`config.mk`:
```
export PLATFORM = sky130hd
export DESIGN_NAME = imem_loader_flat
export DESIGN_NICKNAME = d
export VERILOG_FILES = /design/src/rtl/imem_loader_pkg.sv /design/src/rtl/imem_loader_if.sv /design/src/rtl/imem_loader_byte_to_word.sv /design/src/rtl/imem_loader.sv /design/src/flat_wrapper.sv
export SDC_FILE = /design/constraint.sdc
export NUM_CORES = 1
export LEC_CHECK = 0
export BUFFER_PORTS_ARGS = -buffer_cell sky130_fd_sc_hd__buf_2
export CAP_MARGIN = 20
export CORE_AREA = 2 2 112 71
export CTS_BUF_LIST = sky130_fd_sc_hd__clkbuf_16
export DETAILED_ROUTE_END_ITERATION = 6
export DIE_AREA = 0 0 114 73
export GPL_ROUTABILITY_DRIVEN = 0
export PLACE_DENSITY = 0.86
export SLEW_MARGIN = 25
export SYNTH_ARGS = -nofsm -noshare
export SYNTH_HDL_FRONTEND = slang
export SYNTH_SLANG_ARGS = --single-unit
```
`constraint.sdc`:
```
create_clock -name i_clk -period 3.3 [get_ports i_clk]
set_clock_uncertainty 0.05 [all_clocks]
set_input_delay 0.33 -clock i_clk [delete_from_list [all_inputs] [get_ports i_clk]]
set_output_delay 0.33 -clock i_clk [all_outputs]
set_load 0.01 [all_outputs]
```
`src/rtl/imem_loader_pkg.sv`:
```
// Shared constants and loader state type for the instruction-memory loader.
package imem_loader_pkg;

    localparam int unsigned ADDRWIDTH  = 10;
    localparam int unsigned N_ELEMENTS = 1024;
    localparam int unsigned LD_NB_INST = 32;
    localparam int unsigned LD_NB_BYTE = 8;

    localparam logic [31:0] LD_HALT_WORD = 32'hFC00_0000;

    typedef enum logic [1:0] {
        LD_IDLE  = 2'd0,
        LD_RECV  = 2'd1,
        LD_WRITE = 2'd2,
        LD_DONE  = 2'd3
    } ld_state_e;

    // Loader owns the imem write port only while receiving or writing.
    function automatic logic ld_active(input ld_state_e s);
        return (s == LD_RECV) || (s == LD_WRITE);
    endfunction

endpackage

```
`src/rtl/imem_loader_if.sv`:
```
// Byte stream in, imem write port and load status out.
interface imem_loader_if #(
    parameter int unsigned NB_INST = 32,
    parameter int unsigned NB_BYTE = 8,
    parameter int unsigned NB_ADDR = 10
);
    logic               i_start;
    logic [NB_BYTE-1:0] i_rx_data;
    logic               i_rx_valid;
    logic               o_debug_unit;
    logic               o_mem_wen;
    logic [NB_ADDR-1:0] o_wr_addr;
    logic [NB_INST-1:0] o_mem_data;
    logic               o_busy;
    logic               o_done;
    logic               o_overflow;
    logic [NB_ADDR-1:0] o_word_count;

    modport master (
        output i_start, i_rx_data, i_rx_valid,
        input  o_debug_unit, o_mem_wen, o_wr_addr, o_mem_data,
               o_busy, o_done, o_overflow, o_word_count
    );

    modport slave (
        input  i_start, i_rx_data, i_rx_valid,
        output o_debug_unit, o_mem_wen, o_wr_addr, o_mem_data,
               o_busy, o_done, o_overflow, o_word_count
    );
endinterface

```
`src/rtl/imem_loader_byte_to_word.sv`:
```
// Big-endian byte packer: first byte of a group ends up in the MSBs.
module imem_loader_byte_to_word #(
    parameter int unsigned NB_INST = 32,
    parameter int unsigned NB_BYTE = 8
) (
    input  logic               i_clk,
    input  logic               i_reset,
    input  logic               i_clear,
    input  logic               i_en,
    input  logic [NB_BYTE-1:0] i_data,
    input  logic               i_valid,
    output logic [NB_INST-1:0] o_word,
    output logic               o_word_valid,
    output logic               o_last_c
);

    localparam int unsigned N_BYTES = NB_INST / NB_BYTE;
    localparam int unsigned NB_IDX  = (N_BYTES > 1) ? $clog2(N_BYTES) : 1;
    localparam logic [NB_IDX-1:0] LAST_IDX = NB_IDX'(N_BYTES - 1);

    logic [NB_IDX-1:0]  r_idx;
    logic [NB_INST-1:0] r_shift;
    logic [NB_INST-1:0] r_word;
    logic               r_word_valid;
    logic               w_accept;
    logic [NB_INST-1:0] w_shift_next;

    assign w_accept     = i_en & i_valid;
    assign w_shift_next = (r_shift << NB_BYTE) | NB_INST'(i_data);
    assign o_last_c     = w_accept & (r_idx == LAST_IDX);
    assign o_word       = r_word;
    assign o_word_valid = r_word_valid;

    // Clear wins over an accepted byte so leftovers are dropped on load end.
    always_ff @(posedge i_clk or negedge i_reset) begin
        if (!i_reset) begin
            r_idx        <= '0;
            r_shift      <= '0;
            r_word       <= '0;
            r_word_valid <= 1'b0;
        end else begin
            r_word_valid <= 1'b0;
            if (i_clear) begin
                r_idx   <= '0;
                r_shift <= '0;
            end else if (w_accept) begin
                r_shift <= w_shift_next;
                if (r_idx == LAST_IDX) begin
                    r_idx        <= '0;
                    r_word       <= w_shift_next;
                    r_word_valid <= 1'b1;
                end else begin
                    r_idx <= r_idx + NB_IDX'(1);
                end
            end
        end
    end

endmodule

```
`src/rtl/imem_loader.sv`:
```
// Packs the debug-UART byte stream into instructions and writes them to imem.
module imem_loader
    import imem_loader_pkg::*;
#(
    parameter int unsigned        NB_INST   = LD_NB_INST,
    parameter int unsigned        NB_BYTE   = LD_NB_BYTE,
    parameter int unsigned        NB_ADDR   = ADDRWIDTH,
    parameter int unsigned        MEM_WORDS = N_ELEMENTS,
    parameter int unsigned        ADDR_STEP = 1,
    parameter logic [NB_INST-1:0] HALT_WORD = NB_INST'(LD_HALT_WORD)
) (
    input  logic          i_clk,
    input  logic          i_reset,
    imem_loader_if.slave  ld_bus
);

    ld_state_e          r_state;
    ld_state_e          w_state_next;
    logic [NB_ADDR-1:0] r_wr_addr;
    logic [NB_ADDR-1:0] w_wr_addr_next;
    logic [NB_ADDR-1:0] r_word_count;
    logic [NB_ADDR-1:0] w_word_count_next;
    logic               r_done;
    logic               w_done_next;
    logic               r_overflow;
    logic               w_overflow_next;
    logic               r_busy;
    logic               w_clear;
    logic               w_en;
    logic [NB_INST-1:0] w_word;
    logic               w_word_valid;
    logic               w_last;

    assign w_en = ld_active(r_state);

    imem_loader_byte_to_word #(
        .NB_INST (NB_INST),
        .NB_BYTE (NB_BYTE)
    ) u_pack (
        .i_clk        (i_clk),
        .i_reset      (i_reset),
        .i_clear      (w_clear),
        .i_en         (w_en),
        .i_data       (ld_bus.i_rx_data),
        .i_valid      (ld_bus.i_rx_valid),
        .o_word       (w_word),
        .o_word_valid (w_word_valid),
        .o_last_c     (w_last)
    );

    // State and status registers.
    always_ff @(posedge i_clk or negedge i_reset) begin
        if (!i_reset) begin
            r_state      <= LD_IDLE;
            r_wr_addr    <= '0;
            r_word_count <= '0;
            r_done       <= 1'b0;
            r_overflow   <= 1'b0;
            r_busy       <= 1'b0;
        end else begin
            r_state      <= w_state_next;
            r_wr_addr    <= w_wr_addr_next;
            r_word_count <= w_word_count_next;
            r_done       <= w_done_next;
            r_overflow   <= w_overflow_next;
            r_busy       <= ld_active(w_state_next);
        end
    end

    // Next-state logic; HALT takes precedence over the memory-full check.
    always_comb begin
        w_state_next      = r_state;
        w_wr_addr_next    = r_wr_addr;
        w_word_count_next = r_word_count;
        w_done_next       = r_done;
        w_overflow_next   = r_overflow;
        w_clear           = 1'b0;
        case (r_state)
            LD_IDLE, LD_DONE: begin
                if (ld_bus.i_start) begin
                    w_state_next      = LD_RECV;
                    w_wr_addr_next    = '0;
                    w_word_count_next = '0;
                    w_done_next       = 1'b0;
                    w_overflow_next   = 1'b0;
                    w_clear           = 1'b1;
                end
            end
            LD_RECV: begin
                if (w_last) begin
                    w_state_next = LD_WRITE;
                end
            end
            LD_WRITE: begin
                w_word_count_next = r_word_count + NB_ADDR'(1);
                if (w_word == HALT_WORD) begin
                    w_state_next = LD_DONE;
                    w_done_next  = 1'b1;
                    w_clear      = 1'b1;
                end else if (32'(r_word_count) + 32'd1 == 32'(MEM_WORDS)) begin
                    w_state_next    = LD_DONE;
                    w_done_next     = 1'b1;
                    w_overflow_next = 1'b1;
                    w_clear         = 1'b1;
                end else begin
                    w_wr_addr_next = r_wr_addr + NB_ADDR'(ADDR_STEP);
                    w_state_next   = LD_RECV;
                end
            end
            default: begin
                w_state_next = LD_IDLE;
            end
        endcase
    end

    // The packer's valid pulse lands exactly in the WRITE cycle.
    assign ld_bus.o_mem_wen    = w_word_valid;
    assign ld_bus.o_mem_data   = w_word;
    assign ld_bus.o_wr_addr    = r_wr_addr;
    assign ld_bus.o_word_count = r_word_count;
    assign ld_bus.o_busy       = r_busy;
    assign ld_bus.o_debug_unit = r_busy;
    assign ld_bus.o_done       = r_done;
    assign ld_bus.o_overflow   = r_overflow;

endmodule

```
`src/flat_wrapper.sv`:
```
// flat-port wrapper written by rule: the top's interface ports become plain ports
module imem_loader_flat import imem_loader_pkg::*;
#(
    parameter int unsigned        NB_INST   = LD_NB_INST,
    parameter int unsigned        NB_BYTE   = LD_NB_BYTE,
    parameter int unsigned        NB_ADDR   = ADDRWIDTH,
    parameter int unsigned        MEM_WORDS = N_ELEMENTS,
    parameter int unsigned        ADDR_STEP = 1,
    parameter logic [NB_INST-1:0] HALT_WORD = NB_INST'(LD_HALT_WORD)
)
  (i_clk, i_reset, ld_bus_i_start, ld_bus_i_rx_data, ld_bus_i_rx_valid, ld_bus_o_debug_unit, ld_bus_o_mem_wen, ld_bus_o_wr_addr, ld_bus_o_mem_data, ld_bus_o_busy, ld_bus_o_done, ld_bus_o_overflow, ld_bus_o_word_count);
  imem_loader_if #(.NB_INST(NB_INST), .NB_BYTE(NB_BYTE), .NB_ADDR(NB_ADDR)) ld_bus_i ();
  input  logic i_clk;
  input  logic i_reset;
  input wire logic [$bits(ld_bus_i.i_start)-1:0] ld_bus_i_start;
  input wire logic [$bits(ld_bus_i.i_rx_data)-1:0] ld_bus_i_rx_data;
  input wire logic [$bits(ld_bus_i.i_rx_valid)-1:0] ld_bus_i_rx_valid;
  output wire logic [$bits(ld_bus_i.o_debug_unit)-1:0] ld_bus_o_debug_unit;
  output wire logic [$bits(ld_bus_i.o_mem_wen)-1:0] ld_bus_o_mem_wen;
  output wire logic [$bits(ld_bus_i.o_wr_addr)-1:0] ld_bus_o_wr_addr;
  output wire logic [$bits(ld_bus_i.o_mem_data)-1:0] ld_bus_o_mem_data;
  output wire logic [$bits(ld_bus_i.o_busy)-1:0] ld_bus_o_busy;
  output wire logic [$bits(ld_bus_i.o_done)-1:0] ld_bus_o_done;
  output wire logic [$bits(ld_bus_i.o_overflow)-1:0] ld_bus_o_overflow;
  output wire logic [$bits(ld_bus_i.o_word_count)-1:0] ld_bus_o_word_count;
  assign ld_bus_i.i_start = ld_bus_i_start;
  assign ld_bus_i.i_rx_data = ld_bus_i_rx_data;
  assign ld_bus_i.i_rx_valid = ld_bus_i_rx_valid;
  assign ld_bus_o_debug_unit = ld_bus_i.o_debug_unit;
  assign ld_bus_o_mem_wen = ld_bus_i.o_mem_wen;
  assign ld_bus_o_wr_addr = ld_bus_i.o_wr_addr;
  assign ld_bus_o_mem_data = ld_bus_i.o_mem_data;
  assign ld_bus_o_busy = ld_bus_i.o_busy;
  assign ld_bus_o_done = ld_bus_i.o_done;
  assign ld_bus_o_overflow = ld_bus_i.o_overflow;
  assign ld_bus_o_word_count = ld_bus_i.o_word_count;
  imem_loader #(.NB_INST(NB_INST), .NB_BYTE(NB_BYTE), .NB_ADDR(NB_ADDR), .MEM_WORDS(MEM_WORDS), .ADDR_STEP(ADDR_STEP), .HALT_WORD(HALT_WORD)) u_core (.i_clk(i_clk), .i_reset(i_reset), .ld_bus(ld_bus_i));
endmodule
```
## Word level (Yosys, flattened, before mapping)

Index checks and enable logic that the tools add are counted.

- Register bits after elaboration: 84
- Input port bits: 12
- Output and inout bits: 57

- Add/subtract/negate cells: 4
- Eq/ne operators: 13
- Multiplexer cells: 28
- Bitwise operators: 4
- Reduce and logical (&&, ||, !) cells: 11

Operator list:

| operator | count |
|---|---|
| $mux 24 | 2 |
| $pmux 10 s2 | 2 |
| $eq 32x11->1 const B | 1 |
| $eq 32x32->1 const B | 1 |
| $or 32x8->32 | 1 |
| $mux 10 | 3 |
| $add 10x1->10 const B | 2 |
| $mux 2 | 7 |
| $add 10x1->11 const B | 1 |
| $mux 1 | 10 |
| $eq 2x2->1 const B | 4 |
| $ne 2x2->1 const B | 4 |
| $reduce_and 4->1 | 2 |
| $pmux 1 s2 | 3 |
| $pmux 2 s3 | 1 |
| $reduce_and 3->1 | 2 |
| $eq 2x1->1 const B | 2 |
| $reduce_bool 2->1 | 2 |
| $ne 3x3->1 const B | 1 |
| $add 2x1->2 const B | 1 |
| $and 1x1->1 | 2 |
| $logic_not 2->1 | 1 |
| $logic_or 1x1->1 | 2 |
| $reduce_and 2->1 | 1 |
| 2 further kinds | 2 |

## Depth between registers and ports, before layout

Gate-level depths: netlist (run 1).

- Depth in word-level cells: 8
- Gate-level depth with buffers: 9
- Mapped depth without buffers: 7

## Cells and area by module

A second synthesis (run 1) with hierarchy kept.

- Cell total of the unflattened synthesis: 391
- Area, all modules: 4317.9 um^2

By module, submodules not included:

| module | instances | cells each | area each (um^2) |
|---|---|---|---|
| imem_loader_byte_to_word | 1 | 191 | 2615.0 |
| imem_loader | 1 | 200 | 1702.9 |

## Worst setup path before layout (run 1)

No wires, ideal clock.

- Kind: reg2reg
- Start: reg u_core.r_word_count[0], in the netlist u_core.ld_bus.o_word_count[0]
- End: reg u_core.u_pack.r_word[10], in the netlist u_core.u_pack.o_word[10]
- Library setup time: 125 ps
- Arrival: 1859 ps
- Required time: 3125 ps
- Slack: 1266 ps
- Stages on the path, launching flop included: 8
- Path through: dfrtp_1 > ha_1 > and3_2 > nand2_2 > o32ai_2 > a31oi_4 > buf_6 > mux2_4

- Longest elaborated chain between the ends: 7

RTL lines:

| element | line | source |
|---|---|---|
| start, declared | imem_loader.sv:21 | `logic [NB_ADDR-1:0] r_word_count;` |
| start signal, assigned | imem_loader.sv:63 | `r_word_count <= w_word_count_next;` |
| $add 10x1->11 | imem_loader.sv:100 | `end else if (32'(r_word_count) + 32'd1 == 32'(MEM_WORDS)) begin` |
| $eq 32x11->1 | imem_loader.sv:100 |  |
| $mux 1 | imem_loader.sv:100 |  |
| $mux 1 | imem_loader.sv:96 | `if (w_word == HALT_WORD) begin` |
| $pmux 1 s2 | imem_loader.sv:78 | `case (r_state)` |
| $not 1->1 (no line) | - |  |
| $reduce_and 3->1 (no line) | - |  |
| end signal, assigned | imem_loader_byte_to_word.sv:50 | `r_word <= w_shift_next;` |
| end, declared | imem_loader_byte_to_word.sv:23 | `logic [NB_INST-1:0] r_word;` |

Every way passes these cells.
A chain may end at the register's enable or synchronous reset.

## Worst setup path after layout (run 1)

- Start: reg u_core.r_state[0]
- End: reg u_core.u_pack.r_word[1], in the netlist u_core.u_pack.o_word[1]

- Longest elaborated chain between the ends: 5
- Elaborated cells between the ends (all ways): 10
- Those cells by class: 3 x eq/ne; 1 x mux; 2 x bitwise; 4 x reduce/logical

RTL lines:

| element | line | source |
|---|---|---|
| start, declared | imem_loader.sv:17 | `ld_state_e r_state;` |
| start signal, assigned | imem_loader.sv:61 | `r_state <= w_state_next;` |
| $eq 2x2->1 or $logic_not 2->1 (tied branches) | imem_loader.sv:78 |  |
| $reduce_or 2->1 | imem_loader.sv:78 |  |
| $pmux 1 s2 | imem_loader.sv:78 |  |
| $not 1->1 (no line) | - |  |
| $reduce_and 3->1 (no line) * | - |  |

Mark *: on every way between the ends. The rest lies on a longest branch, timed or not.

==> impl_metrics.yaml, run 1 <==
grt:
  grt_pass1_wl_um: 14400
  antenna_found_initial: 0
  grt_pass1_vias: 2801
  grt_util_all_layers_pct: 22.4
  grt_max_degree: 85
  grt.overflow.total: 0
logic_synthesis:
  synth_area_um2: 3900
  synth_seq_area_share_pct: 53.9
  synth_warnings: 0
  synth.most_common_cell: "dfrtp_1"
  ys_ff_latch: 84
  yosysTopAreaCell: "dfrtp_1"
  synthCells: 326
  syn_area_per_cell_um2: 12.0
  synthTopCellsByCount: "dfrtp_1, nor2_1, mux2_4"
  synth-main-ff-cell: "dfrtp_1"
  synth-async-reset-ratio_pct: 100
  synth_cell_type_count: 44
  yosysTopAreaCellShare_pct: 53.9
  syn_nets: 344
  synth.area.top_cells: "dfrtp_1, mux2_4, a22oi_1"
  synth_edf_count: 0
clocking:
  cts-root-buf: "clkbuf_16"
  cts.sinks: 84
  cts_setup_buffers: 0
  cts_made_buffers: 9
  cts_resized: 0
  clk_pin_slew_ps: 60
  clock_path_buffers: 2
  hold_buffers: 0
  cts_tree: "built"
  htreeDepth: 3
  clock_latency_ps: 340
run:
  max-cap-violations: 0
timing:
  fmax_ghz: 0.399
  drv_slew: 0
  final_hold_viol_count: 7
  period_needed_ps: 2510
  relSlewSlack_pct: 48.2
  setup_viol: 0
  grt_setup_unrepaired: "no"
  whs_ps: -22.9
  fin_setup_tns_ps: 0
  tightest_slew_ps: 771
  fin_crit_sh_pct: 75.9
power_and_ir_drop:
  p_total_uw: 4270
  cellLeakagePower_uw: 0.00233
  ir_drop_mv: 0.438
  p_per_area_nw_per_um2: 920
floorplanning:
  start_util_pct: 52.4
  dieArea_um2: 8320
  die_x_um: 114
  rows: 25
  die_y_um: 73
  num_io_pins: 69
  core-area_um2: 7440
setup_path:
  crit_arrival_ps: 2680
  critPathSlowestCell: "ha_1"
  critPathLaunch: "u_core.r_state[0]"
  r2r-start: "u_core.r_state[0]"
  crit_chain: "inv_1 > ha_1 > nand3b_1 > a31oi_4 > buf_4 > mux2_2"
  required_ps: 3470
  path_class: "flip-flop to flip-flop"
  path_max_fanout: 16
  slowest_delay_ps: 440
  start_kind: "flip-flop"
  cp-end-kind: "flip-flop"
routing:
  finalWirelength_um: 9020
  first_pass_iters: 4
  dr_total_vias: 2913
  drc: 0
  antenna_left: 0
  drtIter0Drc: 294
  post_drt_wl_per_cell_um: 18.3
  detail_route.vias_per_cell: 5.90
final_layout:
  drive_above_1_share_pct: 33.5
  register_area_um2: 2100
  area_growth_pct: 19.2
  num_antenna_cells: 0
  final.fill_count: 558
  layout.nets: 413
  multi_input_area_um2: 1680
  final_cell_area_um2: 4650
status:
  violations: "negative hold slack"
  status: "finished with violations"
worst_hold_path:
  hold_class: "primary input to asynchronous set/reset pin"
place:
  numPortBuffers: 68
  dpl_cell_area_um2: 4320
  post-dp-hpwl_um: 6020
power by group:
group | total [uW] | switching [uW] | internal, uW
Combinational | 1550 | 866 | 686
Clock | 1090 | 422 | 667
Sequential | 1630 | 281 | 1350
Total | 4270 | 1570 | 2700
critical path: cells and delay by family (launching register included):
family / cells / cell delay (ps)
compound gates: 1 / 430
fa+ha+maj: 1 / 440
buf+inv: 2 / 440
flops: 1 / 350
mux: 1 / 380
simple gates: 1 / 290
routing by layer:
layer  vias to the layer above  global-route usage [%]  wire length (um)  share of wire [%]
met2                       135                    33.6              4100                 45
li1                       1327                       -                 -                  -
met4                         0                    7.18                91                1.0
met1                      1441                    32.4              4110                 46
met5                         -                       0                 0                  0
met3                        10                    5.32               714                7.9
flip-flops by register name, indices dropped and copies added (netlist names):
signal / flops
u_core.ld_bus.o_busy: 1
u_core.u_pack.r_shift: 24
u_core.u_pack.o_word_valid: 1
u_core.r_state: 2
u_core.u_pack.o_word: 32
u_core.ld_bus.o_wr_addr: 10
u_core.ld_bus.o_word_count: 10
u_core.ld_bus.o_done: 1
u_core.u_pack.r_idx: 2
u_core.ld_bus.o_overflow: 1
metrics by stage:
step / std cells / hold slack, ps / util [%] / setup slack [ps]
final: 494 / -22.9 / 62.4 / 794
after global routing: 494 / 50.9 / 62.4 / 680
after CTS: 494 / 162 / 62.4 / 795
after detailed placement: 478 / 444 / 58.0 / 827
after global placement: 478 / 435 / 58.0 / 916
after floorplan: 326 / -15.6 / - / 1270
cell type report:
type	count	area share [%]
clock buffers	9	4.85
multi-input cells	219	36.2
clock inverters	7	2.13
inverters	6	0.485
repair buffers	75	8.59
flip-flops and latches	84	45.2
well taps	94	2.53
final timing paths:
kind                                                       to  slack, ps  cells past startpoint
worst max-delay path                  u_core.u_pack.o_word[1]        790                      6
worst min-delay path                 u_core.u_pack.o_word[28]        -20                      1
worst max register to register        u_core.u_pack.o_word[1]        790                      6
worst min register to register           u_core.ld_bus.o_done        450                      2
max in group asynchronous       u_core.ld_bus.o_word_count[4]       2710                      1
min in group i_clk                    u_core.u_pack.o_word[4]        200                      2
kinds of logic (layout without fill, tap and decap cells):
family,count (synthesis),in the layout,synth area share (%)
flip-flops,84,84,53.9
AND/OR/NAND/NOR,100,100,13.0
AO/OA/AOI/OAI,67,67,12.3
multiplexers,44,44,15.2
buffers and inverters,23,97,3.18
adder cells (fa/ha/maj),6,6,1.93
XOR/XNOR,2,2,0.450
cell usage in the layout (no fill, tap or decap), types with 2 or more instances in the layout:
| master | instances |
|---|---|
| a21boi_0 | 2 |
| a21oi_1 | 10 |
| a21oi_2 | 2 |
| a22o_1 | 3 |
| a22oi_1 | 26 |
| a32o_1 | 2 |
| and3_1 | 4 |
| and4_1 | 3 |
| and4b_1 | 2 |
| buf_2 | 67 |
| buf_4 | 7 |
| bufinv_16 | 2 |
| clkbuf_16 | 9 |
| clkinv_4 | 3 |
| dfrtp_1 | 84 |
| ha_1 | 6 |
| inv_1 | 6 |
| mux2_2 | 6 |
| mux2_4 | 29 |
| mux2i_1 | 9 |
| nand2_1 | 19 |
| nand2b_1 | 9 |
| nand3_1 | 7 |
| nand4_1 | 4 |
| nor2_1 | 36 |
| nor3_1 | 2 |
| nor4_1 | 6 |
| o21ai_0 | 13 |
| xnor2_1 | 2 |
(Power assumes the default switching activity.)
==> inputs of run 2 (changes only) <==
Settings changed: CORE_AREA 2 2 112 71 to 2 2 117 74, DIE_AREA 0 0 114 73 to 0 0 119 76, PLACE_DENSITY 0.86 to 0.83.
Clock period 3.3 ns to 2.05 ns, I/O delays scaled along.
==> impl_metrics.yaml, run 2 (same netlist as run 1, synthesis figures left out) <==
grt:
  grt_util_all_layers_pct: 22.3
  antenna_found_initial: 0
  gr-usage-met1_pct: 31.6
  grt_max_degree: 48
  grt_pass1_vias: 3050
  use_met3_pct: 5.69
  grt_pass1_wl_um: 16100
  use_met2_pct: 34.8
  top_usage_layer: "met2"
  grt.overflow.total: 0
clocking:
  cts_made_buffers: 9
  clk_pin_slew_ps: 70
  cts-root-buf: "clkbuf_16"
  clock_latency_ps: 340
  clock_path_buffers: 2
  htreeDepth: 3
  cts_tree: "built"
  cts.sinks: 84
timing:
  relSlewSlack_pct: 52.1
  fin_crit_sh_pct: 102
  fmax_ghz: 0.478
  period_needed_ps: 2090
  setup_slack_ps: -43.6
  grt_setup_unrepaired: "yes"
  final_hold_viol_count: 0
  tightest_slew_ps: 718
  setup_viol: 43
  drv_slew: 0
  whs_ps: 89.8
power_and_ir_drop:
  p_total_uw: 7330
  cellLeakagePower_uw: 0.00250
  ir_drop_mv: 0.577
  p_per_area_nw_per_um2: 1450
run:
  max-cap-violations: 0
floorplanning:
  dieArea_um2: 9040
  die_y_um: 76
  core-area_um2: 8100
  start_util_pct: 48.1
  die_x_um: 119
  num_io_pins: 69
  rows: 26
final_layout:
  area_growth_pct: 29.3
  drive_above_1_share_pct: 40.7
  layout.nets: 443
  final_cell_mix: "dfrtp_1, buf_2, nor2_1"
  layout_commonest_cell: "dfrtp_1"
  final.fill_count: 591
  num_antenna_cells: 0
  largest_reg_flops: 32
setup_path:
  crit_chain: "nor4_4 > nand4_1 > buf_4 > o32a_1 > nor3_4 > buf_12 > nor2_1"
  path_class: "flip-flop to flip-flop"
  cp_top_family: "simple AND/OR/NAND/NOR gates"
  critPathSlowestCell: "dfrtp_1"
  start_kind: "flip-flop"
  reg2reg_slack_ps: -40
  cp_num_buf_inv: 2
  crit_arrival_ps: 2260
  cp-end-kind: "flip-flop"
  slowest_delay_ps: 410
  path_max_fanout: 26
  r2r-start: "u_core.u_pack.o_word[16]"
  worstReg2RegEnd: "u_core.u_pack.r_idx[0]"
  critical_path_depth: 7
  reg2reg_depth: 7
  required_ps: 2220
worst_hold_path:
  hold_path_depth: 2
  min_from: "ld_bus_i_rx_data[7]"
  hold_class: "primary input to flip-flop"
  hold_end: "u_core.u_pack.o_word[7]"
routing:
  detail_route.vias_per_cell: 5.58
  dr_total_vias: 3026
  drtIter0Drc: 204
  finalWirelength_um: 9730
  drc: 0
  antenna_left: 0
  post_drt_wl_per_cell_um: 18.0
  first_pass_iters: 4
status:
  violations: "negative setup slack"
  status: "finished with violations"
place:
  post-dp-hpwl_um: 6540
  numPortBuffers: 68
-- run 2: timing repair --
item,in CTS,in global routing
hold buffers,1,0
pin swaps,3,1
setup buffers,2,0
endpoints found under the setup margin,68,69
endpoints found under the hold margin,45,0
resized for setup,13,5
-- run 2: report_power, final --
part           switching (uW)  internal (uW)
sequential                454           2170
clock                     706           1080
combinational            1520           1390
-- run 2: worst max-delay path by stage --
| stage | end | slack (ps) | startpoint |
|---|---|---|---|
| floorplan | u_core.u_pack.o_word[10] | 20 | u_core.ld_bus.o_word_count[0] |
| global placement | u_core.u_pack.r_idx[0] | -40 | u_core.r_state[0] |
| detailed placement | u_core.u_pack.r_shift[9] | -200 | u_core.r_state[0] |
| CTS | u_core.u_pack.r_idx[0] | -30 | u_core.u_pack.o_word[16] |
| global route | u_core.u_pack.r_idx[0] | -120 | u_core.u_pack.o_word[16] |
| finish | u_core.u_pack.r_idx[0] | -40 | u_core.u_pack.o_word[16] |
-- run 2: through the flow --
step                setup TNS [ps]  area [um2]  util, %  instances  worst slack, ps
CTS                           -600        5020     61.9        542            -31.6
global placement              -810        4590     56.7        523            -38.3
floorplan                        0        3900        -        326             15.8
detailed placement           -5450        4590     56.7        523             -205
global route                 -5480        5040     62.2        542             -122
finish                        -863        5040     62.2        542            -43.6
-- run 2: layer usage --
metal	part of all wire (%)	routed length [um]
met5	0	0
met4	1.1	108
met3	5.7	559
met2	47	4570
met1	46	4500
-- run 2: layout make-up --
type | count | area [um2] | area share (%)
clock buffer | 9 | 225 | 4.47
clock inverter | 7 | 104 | 2.06
inverter | 6 | 22.5 | 0.447
multi-input combinational | 219 | 1770 | 35.1
sequential | 84 | 2100 | 41.7
tap | 112 | 140 | 2.78
timing repair buffer | 105 | 677 | 13.4
